$ cat src/rtl/keypad_pkg.sv
// rtl/keypad_pkg.sv - tone table, FSM encoding and width helpers for the keypad tone engine
package keypad_pkg;

   typedef enum logic [1:0] {
      ST_IDLE  = 2'd0,
      ST_HOLD  = 2'd1,
      ST_TIMED = 2'd2
   } tone_state_e;

   localparam int TONE_KEYS = 16;

   // Buzzer half-periods in 50 MHz clocks, C4 (key 0) up to D#5 (key 15)
   localparam int TONE_TABLE_50M [TONE_KEYS] = '{
      95555, 90194, 85132, 80352, 75843, 71586, 67569, 63776,
      60197, 56818, 53630, 50620, 47778, 45096, 42566, 40177
   };

   function automatic int kp_key_w(input int rows, input int cols);
      return (rows * cols > 1) ? $clog2(rows * cols) : 1;
   endfunction

   function automatic int kp_cnt_w(input int limit);
      return (limit > 1) ? $clog2(limit) : 1;
   endfunction

endpackage

$ cat src/rtl/kp_scan_debounce.sv
// rtl/kp_scan_debounce.sv - keypad row scanner with column synchroniser and whole-frame debounce
module kp_scan_debounce
   import keypad_pkg::*;
#(
   parameter int CLK_HZ          = 50_000_000,
   parameter int SCAN_HZ         = 1_000,
   parameter int ROWS            = 4,
   parameter int COLS            = 4,
   parameter int DEBOUNCE_FRAMES = 4,
   localparam int KEY_W          = kp_key_w(ROWS, COLS)
) (
   input  logic             clk,
   input  logic             rst,
   input  logic [COLS-1:0]  col,
   output logic [ROWS-1:0]  row,
   output logic [KEY_W-1:0] key_code,
   output logic             key_valid,
   output logic             key_pressed
);
   localparam int SLOT_CLKS = CLK_HZ / SCAN_HZ;
   localparam int PRE_W     = kp_cnt_w(SLOT_CLKS);
   localparam int ROW_W     = kp_cnt_w(ROWS);
   localparam int MATCH_W   = kp_cnt_w(DEBOUNCE_FRAMES + 1);

   logic [PRE_W-1:0]   pre_q, pre_d;
   logic [ROW_W-1:0]   row_idx_q, row_idx_d;
   logic [COLS-1:0]    sync1_q, sync1_d, sync2_q, sync2_d;
   logic               frame_hit_q, frame_hit_d, prev_hit_q, prev_hit_d;
   logic [KEY_W-1:0]   frame_key_q, frame_key_d, prev_key_q, prev_key_d;
   logic [MATCH_W-1:0] match_q, match_d;
   logic               valid_q, valid_d, pressed_q, pressed_d;
   logic [KEY_W-1:0]   code_q, code_d;
   logic               tick, slot_hit, cand_hit, same;
   logic [KEY_W-1:0]   slot_key, cand_key;

   always_ff @(posedge clk or posedge rst) begin
      if (rst) begin
         pre_q       <= '0;
         row_idx_q   <= '0;
         sync1_q     <= '1;
         sync2_q     <= '1;
         frame_hit_q <= 1'b0;
         frame_key_q <= '0;
         prev_hit_q  <= 1'b0;
         prev_key_q  <= '0;
         match_q     <= '0;
         valid_q     <= 1'b0;
         code_q      <= '0;
         pressed_q   <= 1'b0;
      end else begin
         pre_q       <= pre_d;
         row_idx_q   <= row_idx_d;
         sync1_q     <= sync1_d;
         sync2_q     <= sync2_d;
         frame_hit_q <= frame_hit_d;
         frame_key_q <= frame_key_d;
         prev_hit_q  <= prev_hit_d;
         prev_key_q  <= prev_key_d;
         match_q     <= match_d;
         valid_q     <= valid_d;
         code_q      <= code_d;
         pressed_q   <= pressed_d;
      end
   end

   always_comb begin
      sync1_d  = col;
      sync2_d  = sync1_q;
      tick     = (pre_q == PRE_W'(SLOT_CLKS - 1));
      pre_d    = tick ? '0 : pre_q + 1'b1;
      slot_hit = 1'b0;
      slot_key = '0;
      for (int c = COLS - 1; c >= 0; c--) begin
         if (!sync2_q[c]) begin
            slot_hit = 1'b1;
            slot_key = KEY_W'(int'(row_idx_q) * COLS + c);
         end
      end
      // Rows are scanned in ascending order, so an earlier hit in the frame is the lower index
      cand_hit    = frame_hit_q | slot_hit;
      cand_key    = frame_hit_q ? frame_key_q : slot_key;
      same        = 1'b0;
      row_idx_d   = row_idx_q;
      frame_hit_d = frame_hit_q;
      frame_key_d = frame_key_q;
      prev_hit_d  = prev_hit_q;
      prev_key_d  = prev_key_q;
      match_d     = match_q;
      valid_d     = valid_q;
      code_d      = code_q;
      pressed_d   = 1'b0;
      if (tick) begin
         if (row_idx_q == ROW_W'(ROWS - 1)) begin
            row_idx_d   = '0;
            frame_hit_d = 1'b0;
            frame_key_d = '0;
            prev_hit_d  = cand_hit;
            prev_key_d  = cand_key;
            same        = (cand_hit == prev_hit_q) && (!cand_hit || cand_key == prev_key_q);
            if (!same)
               match_d = MATCH_W'(1);
            else if (match_q != MATCH_W'(DEBOUNCE_FRAMES))
               match_d = match_q + 1'b1;
            if (match_d == MATCH_W'(DEBOUNCE_FRAMES) &&
                (cand_hit != valid_q || (cand_hit && cand_key != code_q))) begin
               valid_d   = cand_hit;
               pressed_d = cand_hit;
               if (cand_hit)
                  code_d = cand_key;
            end
         end else begin
            row_idx_d   = row_idx_q + 1'b1;
            frame_hit_d = cand_hit;
            frame_key_d = cand_key;
         end
      end
   end

   assign row         = ~(ROWS'(1) << row_idx_q);
   assign key_code    = code_q;
   assign key_valid   = valid_q;
   assign key_pressed = pressed_q;

endmodule

$ cat src/rtl/keypad_tone_engine.sv
// rtl/keypad_tone_engine.sv - keypad to square-wave buzzer with hold / one-shot play modes
module keypad_tone_engine
   import keypad_pkg::*;
#(
   parameter int CLK_HZ                 = 50_000_000,
   parameter int SCAN_HZ                = 1_000,
   parameter int ROWS                   = 4,
   parameter int COLS                   = 4,
   parameter int DEBOUNCE_FRAMES        = 4,
   parameter int DIV_W                  = 17,
   parameter int NOTE_MS                = 200,
   parameter int TONE_TABLE [TONE_KEYS] = TONE_TABLE_50M,
   localparam int KEY_W                 = kp_key_w(ROWS, COLS)
) (
   input  logic             clk,
   input  logic             rst,
   input  logic [COLS-1:0]  col,
   input  logic             mode,
   input  logic [1:0]       octave,
   output logic [ROWS-1:0]  row,
   output logic [KEY_W-1:0] key_code,
   output logic             key_valid,
   output logic             key_pressed,
   output logic             busy,
   output logic             out_buzzer
);
   localparam int NOTE_CLKS = int'(longint'(NOTE_MS) * longint'(CLK_HZ) / 64'd1000);
   localparam int MS_W      = kp_cnt_w(NOTE_CLKS);

   tone_state_e      state_q, state_d;
   logic [DIV_W-1:0] nh_q, nh_d, tone_q, tone_d, nh_new;
   logic [MS_W-1:0]  ms_q, ms_d;
   logic             buzz_q, buzz_d;
   logic [3:0]       tbl_idx;

   kp_scan_debounce #(
      .CLK_HZ          (CLK_HZ),
      .SCAN_HZ         (SCAN_HZ),
      .ROWS            (ROWS),
      .COLS            (COLS),
      .DEBOUNCE_FRAMES (DEBOUNCE_FRAMES)
   ) u_scan (
      .clk         (clk),
      .rst         (rst),
      .col         (col),
      .row         (row),
      .key_code    (key_code),
      .key_valid   (key_valid),
      .key_pressed (key_pressed)
   );

   always_ff @(posedge clk or posedge rst) begin
      if (rst) begin
         state_q <= ST_IDLE;
         nh_q    <= '0;
         tone_q  <= '0;
         ms_q    <= '0;
         buzz_q  <= 1'b0;
      end else begin
         state_q <= state_d;
         nh_q    <= nh_d;
         tone_q  <= tone_d;
         ms_q    <= ms_d;
         buzz_q  <= buzz_d;
      end
   end

   always_comb begin
      state_d = state_q;
      unique case (state_q)
         ST_IDLE:  if (key_pressed) state_d = mode ? ST_TIMED : ST_HOLD;
         ST_HOLD:  if (!key_valid) state_d = ST_IDLE;
         // A press landing on the expiry clock retriggers instead of ending the note
         ST_TIMED: if (!key_pressed && ms_q == MS_W'(NOTE_CLKS - 1)) state_d = ST_IDLE;
         default:  state_d = ST_IDLE;
      endcase
   end

   always_comb begin
      tbl_idx = 4'(key_code);
      nh_new  = DIV_W'(TONE_TABLE[tbl_idx]) >> octave;
      nh_d    = key_pressed ? nh_new : nh_q;
      ms_d    = '0;
      tone_d  = '0;
      buzz_d  = 1'b0;
      if (state_d == ST_TIMED && !key_pressed)
         ms_d = ms_q + 1'b1;
      if (state_d != ST_IDLE && nh_d != '0) begin
         buzz_d = buzz_q;
         if (!key_pressed) begin
            if (tone_q == nh_q - 1'b1)
               buzz_d = ~buzz_q;
            else
               tone_d = tone_q + 1'b1;
         end
      end
   end

   assign busy       = (state_q != ST_IDLE) && (nh_q != '0);
   assign out_buzzer = buzz_q;

endmodule
$ cat config.mk
export PLATFORM = sky130hd
export DESIGN_NAME = keypad_tone_engine
export DESIGN_NICKNAME = d
export VERILOG_FILES = /design/src/rtl/keypad_pkg.sv /design/src/rtl/kp_scan_debounce.sv /design/src/rtl/keypad_tone_engine.sv
export SDC_FILE = /design/constraint.sdc
export NUM_CORES = 1
export LEC_CHECK = 0
export BUFFER_PORTS_ARGS = -buffer_cell sky130_fd_sc_hd__buf_2
export CAP_MARGIN = 25
export CORE_ASPECT_RATIO = 1.4
export CORE_MARGIN = 2
export CORE_UTILIZATION = 60
export CTS_BUF_LIST = sky130_fd_sc_hd__clkbuf_2 sky130_fd_sc_hd__clkbuf_4 sky130_fd_sc_hd__clkbuf_8
export CTS_CLUSTER_SIZE = 25
export DETAILED_ROUTE_END_ITERATION = 16
export PLACE_DENSITY_LB_ADDON = 0.3
export SLEW_MARGIN = 10
export SYNTH_ARGS = -nofsm -noshare
export SYNTH_HDL_FRONTEND = slang
export SYNTH_HIERARCHICAL = 1
export SYNTH_SLANG_ARGS = --single-unit
$ cat constraint.sdc
create_clock -name clk -period 8.5 [get_ports clk]
set_clock_uncertainty 0.05 [all_clocks]
set_input_delay 1.7 -clock clk [delete_from_list [all_inputs] [get_ports clk]]
set_output_delay 1.7 -clock clk [all_outputs]
set_load 0.1 [all_outputs]
==> impl_metrics.json, run 1 <==
{
  "ys_warn_count": 6,
  "postRouteWirelength_um": 15300,
  "tns_ps": 0,
  "cts_tree": "built",
  "antenna_found_initial": 0,
  "cts_resized": 0,
  "clkTransAtPathRegs_ps": 110,
  "slew_headroom_pct": 39.3,
  "p_total_mw": 0.874,
  "start_util_pct": 61.0,
  "cts_htree_levels": 3,
  "synth_flop_cell": "dfrtp_1",
  "hold_viol_final": 0,
  "coreArea_um2": 11300,
  "route.detailed.drc": 0,
  "grt_pass1_vias": 5441,
  "grt_max_degree": 62,
  "cts_buffers": 9,
  "cts_hold_buffers": 0,
  "fin_area_um2": 7210,
  "hold_slack_ps": 311,
  "multi_input_area_um2": 3930,
  "ir_drop_mv": 0.0777,
  "crit_arrival_ps": 4470,
  "syn_avg_cell_area_um2": 9.21,
  "num_rows": 46,
  "drive_gt1_share_pct": 12.6,
  "drv_cap": 0,
  "max_stage_delay_ps": 830,
  "detailed_place_hpwl_um": 11100,
  "syn-num-nets": 774,
  "syn2layout_area_growth_pct": 4.71,
  "vias": 5624,
  "grt_pass1_wl_um": 25500,
  "first_pass_iters": 5,
  "rsz0062_at_grt": "false",
  "die-area_um2": 12400,
  "io_pins": 21,
  "routedWlPerCell_um": 17.1,
  "hold_depth": 0,
  "tightest_slew_ps": 904,
  "io_buffers": 20,
  "nets": 775,
  "critPathMaxFanout": 20,
  "postCtsSetupBuffers": 0,
  "worst-r2r-cell-count": 10,
  "root_buffer": "clkbuf_8",
  "fillCellCount": 952,
  "synth_cells": 747,
  "status": "complete, no violations",
  "postRouteAntennaNets": 0,
  "crit_type": "reg2reg",
  "leakage_nw": 2.92,
  "antenna_cells": 0,
  "die_h_um": 131,
  "synth_edf_count": 0,
  "critPathCaptureType": "register",
  "netlist_area_um2": 6880,
  "hp-class": "reg2reg",
  "post-route-period-util_pct": 50.2,
  "gp_congestion": 0.979,
  "die_w_um": 94.5,
  "grt_use_total_pct": 25.8,
  "min_period_ps": 4260,
  "async_reset_ff_share_pct": 100,
  "cp.required_ps": 8700,
  "cts_num_sinks": 106,
  "via_per_inst": 6.27,
  "gr-total-overflow": 0,
  "crit_slowest_cell": "dfrtp_1",
  "seq_area_um2": 2660,
  "clock_latency_ps": 390,
  "ys_seq_area_share_pct": 38.7,
  "setup_violations": 0,
  "timing.fmax_ghz": 0.235,
  "finalMaxSlewViolations": 0,
  "synth_cell_type_count": 88,
  "p_per_area_nw_per_um2": 121,
  "placed_area_um2": 7010,
  "drt_iter0_drc": 384,
  "synth-seq-cells": 106,
  "path_cells": "inv_1 > ha_1 > nor2b_1 > o21ai_0 > a2bb2oi_1 > a221o_1 > nor4b_1 > nand4_1 > o211ai_4 > nor2_1",
  "critPathLaunchType": "register",
  "clock_path_buffers": 2
}
## per-stage QoR
stage          utilization (%)  worst slack [ps]  cells
4_1_cts                   63.9              4230    897
3_3_place_gp              62.1              3990    881
5_1_grt                   63.9              3940    897
2_1_floorplan                -              4550    747
6_report                  63.9              4240    897
3_5_place_dp              62.1              3890    881
## worst max-delay path: cells and delay by family (launching register included)
family,cells,cell delay [ps]
AND/OR/NAND/NOR,4,890
flip-flops,1,830
buffers and inverters,1,260
adder cells (fa/ha/maj),1,560
AO/OA/AOI/OAI,4,1530
## per-layer routing
| layer | global-route usage (%) | vias up | wire [um] |
|---|---|---|---|
| li1 | - | 2684 | - |
| met1 | 31.6 | 2713 | 6410 |
| met2 | 44.7 | 178 | 7720 |
| met3 | 4.87 | 49 | 751 |
| met4 | 10.2 | 0 | 433 |
| met5 | 0 | - | 0 |
## cells in the final DEF, fill, tap and decap left out, drive strengths merged, types with 8 or more instances in the layout
cell    netlist  layout
a21oi        26      26
nand2b        9       9
ha           18      18
o21ai        27      27
inv          27      27
nand4        19      19
buf          18      24
clkbuf       16      10
and3         12      12
nor2         95      95
nand3        34      34
mux2          8       8
nor2b        14      14
xnor2        40      40
dfrtp        98      98
xor2         42      42
nor3         19      19
nand2        55      55
dfstp         8       8
nor4         11      11
and2          8       8
mux2i        18      18
## area by class of cell
| type | count | share of cell area, % |
|---|---|---|
| Clock buffer | 10 | 1.91 |
| Clock inverter | 6 | 0.851 |
| Inverter | 29 | 1.51 |
| Multi-Input combinational cell | 578 | 54.5 |
| Sequential cell | 106 | 36.9 |
| Tap cell | 144 | 2.50 |
| Timing Repair Buffer | 24 | 1.81 |
## worst paths after layout
| path | startpoint | end | slack [ps] |
|---|---|---|---|
| min in group asynchronous | rst | u_scan/pre_q[8] | 1370 |
| max in group asynchronous | rst | nh_q[10] | 6440 |
| hold reg to reg | u_scan/sync1_q[1] | u_scan/sync2_q[1] | 310 |
| setup / recovery | u_scan/key_code[1] | tone_q[6] | 4240 |
| hold / removal | u_scan/sync1_q[1] | u_scan/sync2_q[1] | 310 |
| setup reg to reg | u_scan/key_code[1] | tone_q[6] | 4240 |
## cell usage after synthesis (all sizes together) (4+ instances only)
library cell | instances | share of area, %
a221o | 5 | 0.73
nand2b | 9 | 0.82
o211ai | 4 | 0.64
nand2 | 55 | 3.0
dfstp | 8 | 3.1
xor2 | 42 | 5.3
o21ai | 27 | 2.0
o31ai | 6 | 0.65
and3 | 12 | 1.1
nand4 | 19 | 1.7
nor2 | 95 | 5.5
a211oi | 7 | 0.76
a211o | 5 | 0.65
or4 | 7 | 0.87
o22ai | 4 | 0.36
nor4 | 11 | 1.9
a21oi | 26 | 1.9
a22o | 4 | 0.51
o32ai | 6 | 0.76
buf | 18 | 1.8
and4 | 4 | 0.53
or3 | 4 | 0.44
inv | 27 | 1.5
a31oi | 5 | 0.55
nor2b | 14 | 1.3
nor3 | 19 | 1.4
dfrtp | 98 | 36
mux2 | 8 | 1.4
nor3b | 6 | 0.65
nand3 | 34 | 2.5
and2 | 8 | 0.73
xnor2 | 40 | 5.1
clkbuf | 16 | 0.87
a21o | 4 | 0.45
ha | 18 | 3.3
mux2i | 18 | 2.6
## where the power goes
group	switching, mW	internal [mW]
Sequential	0.00585	0.510
Combinational	0.0298	0.0160
Clock	0.192	0.121
Total	0.227	0.647
## cells by family after synthesis
logic type	synth area share (%)
AND/OR/NAND/NOR	24.9
AO/OA/AOI/OAI	14.4
flip-flops	38.7
XOR/XNOR	10.4
buffers and inverters	4.27
multiplexers	4.04
adder cells (fa/ha/maj)	3.27
## registers in the layout, summed over array words and instances (netlist names), 16 cells and up
register / flops
tone_q: 17
nh_q: 17
ms_q: 24
u_scan/pre_q: 16
Power figures use the tool's default switching activity.
==> inputs of run 2 (changes only) <==
==> constraint.sdc (replaced) <==
create_clock -name clk -period 4.1 [get_ports clk]
set_clock_uncertainty 0.05 [all_clocks]
set_input_delay 0.82 -clock clk [delete_from_list [all_inputs] [get_ports clk]]
set_output_delay 0.82 -clock clk [all_outputs]
set_load 0.1 [all_outputs]
==> run 2 against run 1 <==
  * Die area stayed put
  * Count of clock-buffer cells in the layout unchanged
  * Sequential cell count stayed put
  * Critical endpoint is now tone_q[5]
  * Combinational power grew 110%
  * Utilization rose by 0.70 points
==> impl_metrics.json, run 2 (synthesis results as in run 1) <==
{
  "status": "complete, no violations",
  "gr-total-overflow": 0,
  "max_stage_delay_ps": 620,
  "crit_type": "reg2reg",
  "tns_ps": 0,
  "grt_max_degree": 46,
  "detailed_place_hpwl_um": 11400,
  "timing.fmax_ghz": 0.275,
  "rsz0062_at_grt": "false",
  "seq_area_um2": 2660,
  "num_rows": 46,
  "die-area_um2": 12400,
  "die_w_um": 94.5,
  "hold_slack_ps": 313,
  "ir_drop_mv": 0.202,
  "min_period_ps": 3630,
  "clock_latency_ps": 370,
  "multi_input_area_um2": 3930,
  "routedWlPerCell_um": 17.2,
  "largest_reg_flops": 24,
  "root_buffer": "clkbuf_8",
  "hold_viol_final": 0,
  "cts_resized": 0,
  "critPathMaxFanout": 17,
  "cts_tree": "built",
  "hp-class": "reg2reg",
  "coreArea_um2": 11300,
  "p_per_area_nw_per_um2": 247,
  "cts_buffers": 9,
  "nets": 783,
  "clkTransAtPathRegs_ps": 100,
  "grt_pass1_vias": 5448,
  "cp.required_ps": 4280,
  "postRouteWirelength_um": 15600,
  "first_pass_iters": 4,
  "fin_cells": 905,
  "setup_ws_ps": 467,
  "crit_arrival_ps": 3820,
  "drive_gt1_share_pct": 13.5,
  "fillCellCount": 932,
  "grt_pass1_wl_um": 26000,
  "die_h_um": 131,
  "drt_iter0_drc": 311,
  "critPathLaunchType": "register",
  "cts_hold_buffers": 0,
  "crit_buf_inv": 1,
  "vias": 5602,
  "p_total_mw": 1.80,
  "clock_path_buffers": 2,
  "top_regs": "ms_q (24), nh_q (17), tone_q (17)",
  "start_util_pct": 61.0,
  "postRouteAntennaNets": 0,
  "critPathCaptureType": "register",
  "gp_congestion": 0.979,
  "postCtsSetupBuffers": 0,
  "cts_num_sinks": 106,
  "antenna_cells": 0,
  "slew_headroom_pct": 44.9,
  "registers.top_by_ff_count": "ms_q",
  "via_per_inst": 6.19,
  "path_cells": "inv_1 > ha_1 > mux2_2 > o32ai_1 > a221o_1 > or4_1 > o21ai_0 > nand4_1 > o211ai_4 > nor2_1",
  "syn2layout_area_growth_pct": 5.85,
  "drv_cap": 0,
  "post-route-util_pct": 64.6,
  "route.detailed.drc": 0,
  "io_buffers": 20,
  "path_delay_family": "compound AO/OA/AOI/OAI gates",
  "dp_cells": 888,
  "crit_slowest_cell": "o211ai_4",
  "io_pins": 21,
  "setup_violations": 0,
  "pre_cts_ws_ps": 306,
  "finalMaxSlewViolations": 0,
  "placed_area_um2": 7060,
  "antenna_found_initial": 0,
  "final_common_cell": "dfrtp_1",
  "post-route-period-util_pct": 88.6,
  "grt_use_total_pct": 26.3,
  "cts_htree_levels": 3,
  "leakage_nw": 2.97,
  "tightest_slew_ps": 825,
  "fin_area_um2": 7290,
  "final_cell_mix": "98 x dfrtp_1, 85 x nor2_1, 55 x nand2_1"
}
[run 2: metal layers]
metal / global-route usage [%] / wire [um]
met3: 3.90 / 620
met5: 0 / 0
met1: 34.3 / 6750
met4: 9.12 / 384
met2: 44.8 / 7810
[run 2: path summary, 6_finish.rpt]
check	startpoint	to	slack [ps]	cells after the start
setup / recovery	u_scan/key_code[1]	tone_q[5]	470	10
max in group asynchronous	rst	tone_q[2]	2660	3
min in group asynchronous	rst	u_scan/pre_q[8]	520	3
hold reg to reg	u_scan/sync1_q[2]	u_scan/sync2_q[2]	310	0
hold / removal	u_scan/sync1_q[2]	u_scan/sync2_q[2]	310	0
setup reg to reg	u_scan/key_code[1]	tone_q[5]	470	10
[run 2: final cells by class]
class / instances / share of cell area [%]
Sequential cell: 106 / 36.5
Clock buffer: 10 / 1.89
Clock inverter: 6 / 0.824
Inverter: 29 / 1.49
Multi-Input combinational cell: 578 / 53.9
Timing Repair Buffer: 32 / 2.89
Tap cell: 144 / 2.47
[run 2: where the power goes]
| group | leakage (nW) | total [mW] | internal, mW | switching [mW] |
|---|---|---|---|---|
| Combinational | 1.49 | 0.0951 | 0.0333 | 0.0618 |
| Sequential | 1.38 | 1.07 | 1.06 | 0.0121 |
| Clock | 0.0938 | 0.638 | 0.250 | 0.388 |
